<file path="src/rtl/ext_int_multi_gen_pkg.sv">
// ext_int_multi_gen_pkg: shared limits, default period and priority helper
package ext_int_multi_gen_pkg;
  localparam int MAX_CH = 16;
  localparam int DEF_PERIOD = 200;
  function automatic logic [3:0] first_set(input logic [MAX_CH-1:0] v);
    first_set = '0;
    for (int i = MAX_CH - 1; i >= 0; i--) first_set = v[i] ? 4'(i) : first_set;
  endfunction
endpackage

</file>
<file path="src/rtl/ext_int_chan.sv">
// ext_int_chan: one periodic interrupt source (period, counter, pending, miss flag; miss flag only with EXT_INT_MISS_DETECT_EN)
module ext_int_chan import ext_int_multi_gen_pkg::*; #(
  parameter logic [31:0] DEFAULT_PERIOD = DEF_PERIOD
) (
  input  logic        clk,
  input  logic        reset,
  input  logic        we,
  input  logic [31:0] period_in,
  input  logic        ack,
  output logic        pending,
  output logic        missed
);
  logic [31:0] period, cnt;
  logic expire;
  // a write restarts the count, so it also suppresses an expiry on that edge
  assign expire = !we && period != '0 && cnt == period - 32'd1;
  // period register, free-running counter and pending latch; expiry beats a same-edge ack
  always_ff @(posedge clk or posedge reset)
    if (reset) begin
      period  <= DEFAULT_PERIOD;
      cnt     <= '0;
      pending <= 1'b0;
    end else begin
      period  <= we ? period_in : period;
      cnt     <= (we || expire || period == '0) ? '0 : cnt + 32'd1;
      pending <= expire | (pending & ~ack);
    end
`ifdef EXT_INT_MISS_DETECT_EN
  // sticky overrun flag: expiry onto an unacknowledged pending bit; cleared by ack
  always_ff @(posedge clk or posedge reset)
    if (reset) missed <= 1'b0;
    else missed <= (expire & pending & ~ack) | (missed & ~ack);
`else
  assign missed = 1'b0;
`endif
endmodule

</file>
<file path="src/rtl/ext_int_multi_gen.sv">
// ext_int_multi_gen: NUM_CH periodic interrupt generators with fixed-priority reporting (miss detection via EXT_INT_MISS_DETECT_EN)
module ext_int_multi_gen import ext_int_multi_gen_pkg::*; #(
  parameter int          NUM_CH         = 4,
  parameter logic [31:0] DEFAULT_PERIOD = DEF_PERIOD,
  parameter logic [NUM_CH-1:0] INIT_EN  = {NUM_CH{1'b1}}
) (
  input  logic              clk,
  input  logic              reset,
  input  logic              cfg_we,
  input  logic [3:0]        cfg_ch,
  input  logic [31:0]       cfg_period,
  input  logic [NUM_CH-1:0] cfg_en,
  input  logic              ext_int_ack,
  output logic              external_int,
  output logic [3:0]        int_id,
  output logic [NUM_CH-1:0] int_missed
);
  logic [NUM_CH-1:0] pending, active;
  logic unused_init_en;
  // INIT_EN only advises the cfg_en driver; it has no effect inside this block
  assign unused_init_en = ^INIT_EN;
  assign active = pending & cfg_en;
  assign external_int = |active;
  assign int_id = first_set(MAX_CH'(active));
  genvar i;
  generate
    for (i = 0; i < NUM_CH; i++) begin : g_ch
      ext_int_chan #(.DEFAULT_PERIOD(DEFAULT_PERIOD)) u_chan (
        .clk       (clk),
        .reset     (reset),
        .we        (cfg_we && cfg_ch == 4'(i)),
        .period_in (cfg_period),
        .ack       (ext_int_ack && external_int && int_id == 4'(i)),
        .pending   (pending[i]),
        .missed    (int_missed[i])
      );
    end
  endgenerate
endmodule

</file>
<file path="config.mk">
export PLATFORM = sky130hd
export DESIGN_NAME = ext_int_multi_gen
export DESIGN_NICKNAME = d
export VERILOG_FILES = /design/src/rtl/ext_int_multi_gen_pkg.sv /design/src/rtl/ext_int_chan.sv /design/src/rtl/ext_int_multi_gen.sv
export SDC_FILE = /design/constraint.sdc
export NUM_CORES = 1
export LEC_CHECK = 0
export ABC_AREA = 0
export CAP_MARGIN = 10
export CORE_UTILIZATION = 55
export CTS_CLUSTER_DIAMETER = 100
export DETAILED_ROUTE_END_ITERATION = 8
export PLACE_DENSITY = 0.77
export SLEW_MARGIN = 10
export SYNTH_ARGS = -nofsm -noshare
export SYNTH_HDL_FRONTEND = slang
export SYNTH_HIERARCHICAL = 1
export SYNTH_SLANG_ARGS = --single-unit
</file>
<file path="constraint.sdc">
create_clock -name clk -period 3.6 [get_ports clk]
set_input_delay 0.72 -clock clk [delete_from_list [all_inputs] [get_ports clk]]
set_output_delay 0.72 -clock clk [all_outputs]
set_load 0.02 [all_outputs]
</file>
; ---- Yosys cells after proc, flatten, opt, wreduce, memory -nomap -nowiden
; Index checks and enable logic that the tools add are counted.
[word_totals]
reg_bits = 260
input_bits = 44
output_inout_bits = 9
elab_cells = 91
[classes]
n_addsub = 8
eq_ne = 10
mux = 8
n_bitwise = 13
reduce_logical = 40
[op_table]
columns = op, count
row1 = adder 32 x 1 -> 32 bit (second input constant), 4
row2 = == test 32 bit, 4
row3 = logical NOT 32 bit, 4
row4 = two-way mux 32 bit, 4
row5 = nonzero test 32 bit, 4
row6 = subtractor 32 x 1 -> 32 bit (second input constant), 4
row7 = logical AND 1 bit, 17
row8 = == test 4 x 2 -> 1 bit (second input constant), 2
row9 = logical NOT 4 bit, 2
row10 = logical OR 1 bit, 8
row11 = two-way mux 2 bit, 4
row12 = bitwise AND 1 bit, 4
row13 = bitwise AND 4 bit, 1
row14 = == test 2 bit (second input constant), 2
row15 = == test 4 x 1 -> 1 bit (second input constant), 1
row16 = logical NOT 1 bit, 4
row17 = NOT 1 bit, 4
row18 = OR 1 bit, 4
row19 = OR reduction 4 bit, 1
row20 = == test 2 x 1 -> 1 bit (second input constant), 1

; ---- Logic depth before layout (Yosys ltp)
[logic_depth]
depth_word = 10
mapped_depth = 12
depth_no_buf = 10

; ---- Modules after synthesis
; The synthesis kept the hierarchy.
[by_module_without_submodules]
columns = module, instances, cells_per_inst, area_per_inst_um2, seq_area_each_um2
row1 = ext_int_chan at g_ch[0].u_chan ..., 3, 422, 4152.7, 1630.3
row2 = ext_int_chan at g_ch[3].u_chan, 1, 436, 4098.9, 1630.3
row3 = ext_int_multi_gen, 1, 23, 143.9, 0.0

; ---- Worst setup path after synthesis
; No wires, ideal clock.
[synth_timing]
path_kind = register to register
startpoint = register g_ch[3].u_chan.period[0]
endpoint = register g_ch[3].u_chan.cnt[20]
t_arrival_ps = 3025
slack_ps = 458
stages_incl_launch_ff = 13
n_path_buf = 2
period_less_slack_ps = 3142
cell_sequence = dfrtp_1 inv_1 ha_1 or3b_2 clkbuf_1 nor4_4 nand2_1 a22o_1 a2111o_1 a2111oi_4 nor3b_4 buf_6 nor2_2
[synth_between]
elab_chain_cells = 6
elab_cells_between_ends = 9
[synth_rtl]
columns = item, line_no
row1 = start: declaration, ext_int_chan.sv:13  ; logic [31:0] period, cnt;
row2 = start signal: assignment, ext_int_chan.sv:24  ; period <= we ? period_in : period;
row3 = subtractor 32 x 1 -> 32 bit or nonzero test 32 bit (tied branches), ext_int_chan.sv:16  ; assign expire = !we && period != '0 && cnt == period - 32'd1;
row4 = == test 32 bit or logical AND 1 bit (tied branches), ext_int_chan.sv:16
row5 = logical AND 1 bit, ext_int_chan.sv:16
row6 = logical OR 1 bit, ext_int_chan.sv:25  ; cnt <= (we || expire || period == '0) ? '0 : cnt + 32'd1;
row7 = logical OR 1 bit *, ext_int_chan.sv:25
row8 = two-way mux 32 bit *, ext_int_chan.sv:25
row9 = end signal: assignment, ext_int_chan.sv:25
row10 = end: declaration, ext_int_chan.sv:13
; Mark *: on every way between the ends. The rest lies on a longest branch, timed or not.
; A chain may end at the register's enable or synchronous reset.

; ---- Worst setup path after layout
[layout_timing]
startpoint = register g_ch[3].u_chan.period[20]
endpoint = register g_ch[3].u_chan.cnt[9]
; The elaborated chain is that of the path after synthesis.

==> results.sh <==
export IMPL_crit_path_end_kind="register"
export IMPL_dieArea_um2=31100
export IMPL_worst_clock_skew_ns=0.0198
export IMPL_synth_seq_cells=260
export IMPL_vias=13100
export IMPL_synth_warnings=6
export IMPL_ys_top_cells_by_count="dfrtp_1 (248), nor2_1 (194), xnor2_1 (141), nand2_1 (137), xor2_1 (129)"
export IMPL_cap_violations=0
export IMPL_syn_area_um2=16700
export IMPL_fillers=2414
export IMPL_fp_dieW_um=176
export IMPL_peakVddDrop_mv=0.393
export IMPL_final_util_pct=62.1
export IMPL_clockBufferDepth=3
export IMPL_drcViolationCount=0
export IMPL_syn_inst=1725
export IMPL_holdBufCountCts=0
export IMPL_h_tree_depth=1
export IMPL_fp_coreArea_um2=29700
export IMPL_dr_pass1_iters=6
export IMPL_synth_ff_type="dfrtp_1"
export IMPL_slowest_stage="or4_1"
export IMPL_synth_compound_area_share_pct=7.69
export IMPL_ctsResizeCount=0
export IMPL_drive_gt1_share_pct=17.9
export IMPL_grt_start_max_net_pins=66
export IMPL_drt_initial_drc_count=1162
export IMPL_status="complete, no violations"
export IMPL_p_leak_nw=7.46
export IMPL_grt_pass1_vias=12400
export IMPL_dpl_hpwl_um=30800
export IMPL_multi_input_area_um2=9380
export IMPL_clk_pin_slew_ns=0.06
export IMPL_tightest_slew_ns=0.906
export IMPL_yosysSeqAreaShare_pct=39.0
export IMPL_ioPinCount=53
export IMPL_cts_setup_buffers=0
export IMPL_finalNonFillerCells=2153
export IMPL_path_cells="or4_1, nor4_1, nand4b_1, xnor2_1, a2111o_1, a2111oi_4, nor3b_4, buf_12, nor2_1"
export IMPL_grt_pass1_wl_um=67300
export IMPL_relSlewSlack_pct=39.0
export IMPL_synth_area_leaders="dfrtp_1 (37%), mux2_2 (7.6%), xnor2_1 (7.4%)"
export IMPL_nNetsFinal=1795
export IMPL_gp_congestion=0.955
export IMPL_p_per_area_nw_per_um2=557
export IMPL_muxShareOfSynthArea_pct=8.46
export IMPL_fmax_mhz=298
export IMPL_cp_required_ns=4.05
export IMPL_timing_final_ws_setup_ns=0.250
export IMPL_synthArstFlopShare_pct=100
export IMPL_yosysTopAreaCell="dfrtp_1"
export IMPL_synth_fa_ha_area_share_pct=0.899
export IMPL_cts_tree="yes"
export IMPL_area_growth_pct=10.4
export IMPL_portBuffers=46
export IMPL_rows=63
export IMPL_synth_top_family_by_area="simple AND/OR/NAND/NOR gates"
export IMPL_place_ws_ns=0.300
export IMPL_synth_edf_count=0
export IMPL_timing_final_max_slew_violations=0
export IMPL_arrival_ns=3.80
export IMPL_start_util_pct=56.2
export IMPL_setup_tns_ns=0
export IMPL_cts_made_buffers=29
export IMPL_crit_path_start_kind="register"
export IMPL_crit_family="simple AND/OR/NAND/NOR gates"
export IMPL_critPathMaxFanout=32
export IMPL_wl_per_cell_um=19.4
export IMPL_dp_cells=2098
export IMPL_clock_latency_ns=0.57
export IMPL_synth_most_common_cell="dfrtp_1"
export IMPL_fin_crit_ns=3.35
export IMPL_grt_remaining_overflow=0
export IMPL_die_height_um=176
export IMPL_critical_path_class="reg2reg"
export IMPL_hold_viol=0
export IMPL_clock_sinks=260
export IMPL_grt_total_usage_pct=27.3
export IMPL_viasPerCell=6.10
export IMPL_synthSimpleGateAreaFrac_pct=24.7
export IMPL_synth_top_cell_area_share_pct=37.2
export IMPL_register_area_um2=6520
export IMPL_ant_nets=0
export IMPL_cts_root_buf="clkbuf_16"
export IMPL_synth_cell_types=77
export IMPL_avgSynthCellArea_um2=9.68
export IMPL_cpPeakStageDelay_ns=0.67
export IMPL_crit_buf_inv=1
export IMPL_finalCritPeriodShare_pct=93.1
export IMPL_antenna_found_initial=0
export IMPL_postRouteWirelength_um=41700
export IMPL_synth_xor_area_share_pct=14.2
export IMPL_worstHoldPathType="reg2reg"
export IMPL_setup_violations=0
export IMPL_rsz0062_at_grt="false"
## metal layers
layer  GRT usage, %  part of all wire [%]  vias to the layer above
met5              0                     0                        -
met4           10.7                   3.7                        0
met3           3.34                   5.3                       92
met2           43.6                    47                      399
met1           37.7                    44                     6471
li1               -                     -                     6173
## area by class of cell
cell class / instances / area share, %
antenna: 1 / 0.0136
clock buffer: 34 / 4.20
clock inverter: 20 / 1.63
inverter: 36 / 0.733
multi-input combinational: 1328 / 50.8
sequential: 260 / 35.4
tap: 390 / 2.65
timing repair buffer: 84 / 4.59
## cells in the final DEF, fill, tap and decap left out, drive strengths merged, types with 38 or more instances in the layout
| master | Yosys | routed |
|---|---|---|
| buf | 35 | 38 |
| clkdlybuf4s50 | 3 | 46 |
| dfrtp | 248 | 248 |
| inv | 36 | 38 |
| mux2 | 113 | 113 |
| nand2 | 137 | 137 |
| nand3 | 65 | 65 |
| nand4 | 56 | 56 |
| nor2 | 225 | 225 |
| nor3 | 47 | 47 |
| nor4 | 58 | 58 |
| xnor2 | 141 | 141 |
| xor2 | 129 | 129 |
## flip-flops by register name (all words and copies together), names as in the netlist
register             flops
g_ch.u_chan/cnt        128
g_ch.u_chan/period     128
g_ch.u_chan/pending      4
## stage by stage
step | total power [mW] | instance area [um2] | hold slack [ns]
6_report | 10.3 | 18400 | 0.528
5_1_grt | 10.8 | 18400 | 0.548
4_1_cts | 10.3 | 18400 | 0.534
3_5_place_dp | 6.95 | 17400 | 0.525
3_3_place_gp | 6.84 | 17400 | 0.513
2_1_floorplan | 6.30 | 16700 | 0.469
## worst paths after layout
path	start	cells after the start	to	slack, ns
max	g_ch[3].u_chan/period[20]	9	g_ch[3].u_chan/cnt[9]	0.25
min	g_ch[3].u_chan/cnt[0]	1	g_ch[3].u_chan/cnt[0]	0.53
max reg2reg	g_ch[3].u_chan/period[20]	9	g_ch[3].u_chan/cnt[9]	0.25
min reg2reg	g_ch[3].u_chan/cnt[0]	1	g_ch[3].u_chan/cnt[0]	0.53
max in group asynchronous	reset	3	g_ch[3].u_chan/period[25]	2.01
min in group asynchronous	reset	2	g_ch[3].u_chan/pending	0.60
## cells by family after synthesis
logic type               after synthesis
flip-flops                           260
adder cells (fa/ha/maj)               12
other                                  5
multiplexers                         127
AND/OR/NAND/NOR                      742
XOR/XNOR                             270
buffers and inverters                138
AO/OA/AOI/OAI                        171
## power by group
group          internal (mW)  switching [mW]
clock network           2.04            1.26
logic                   1.28            1.37
registers               3.43           0.890
Note: power is estimated with default switching activity, not from simulation.
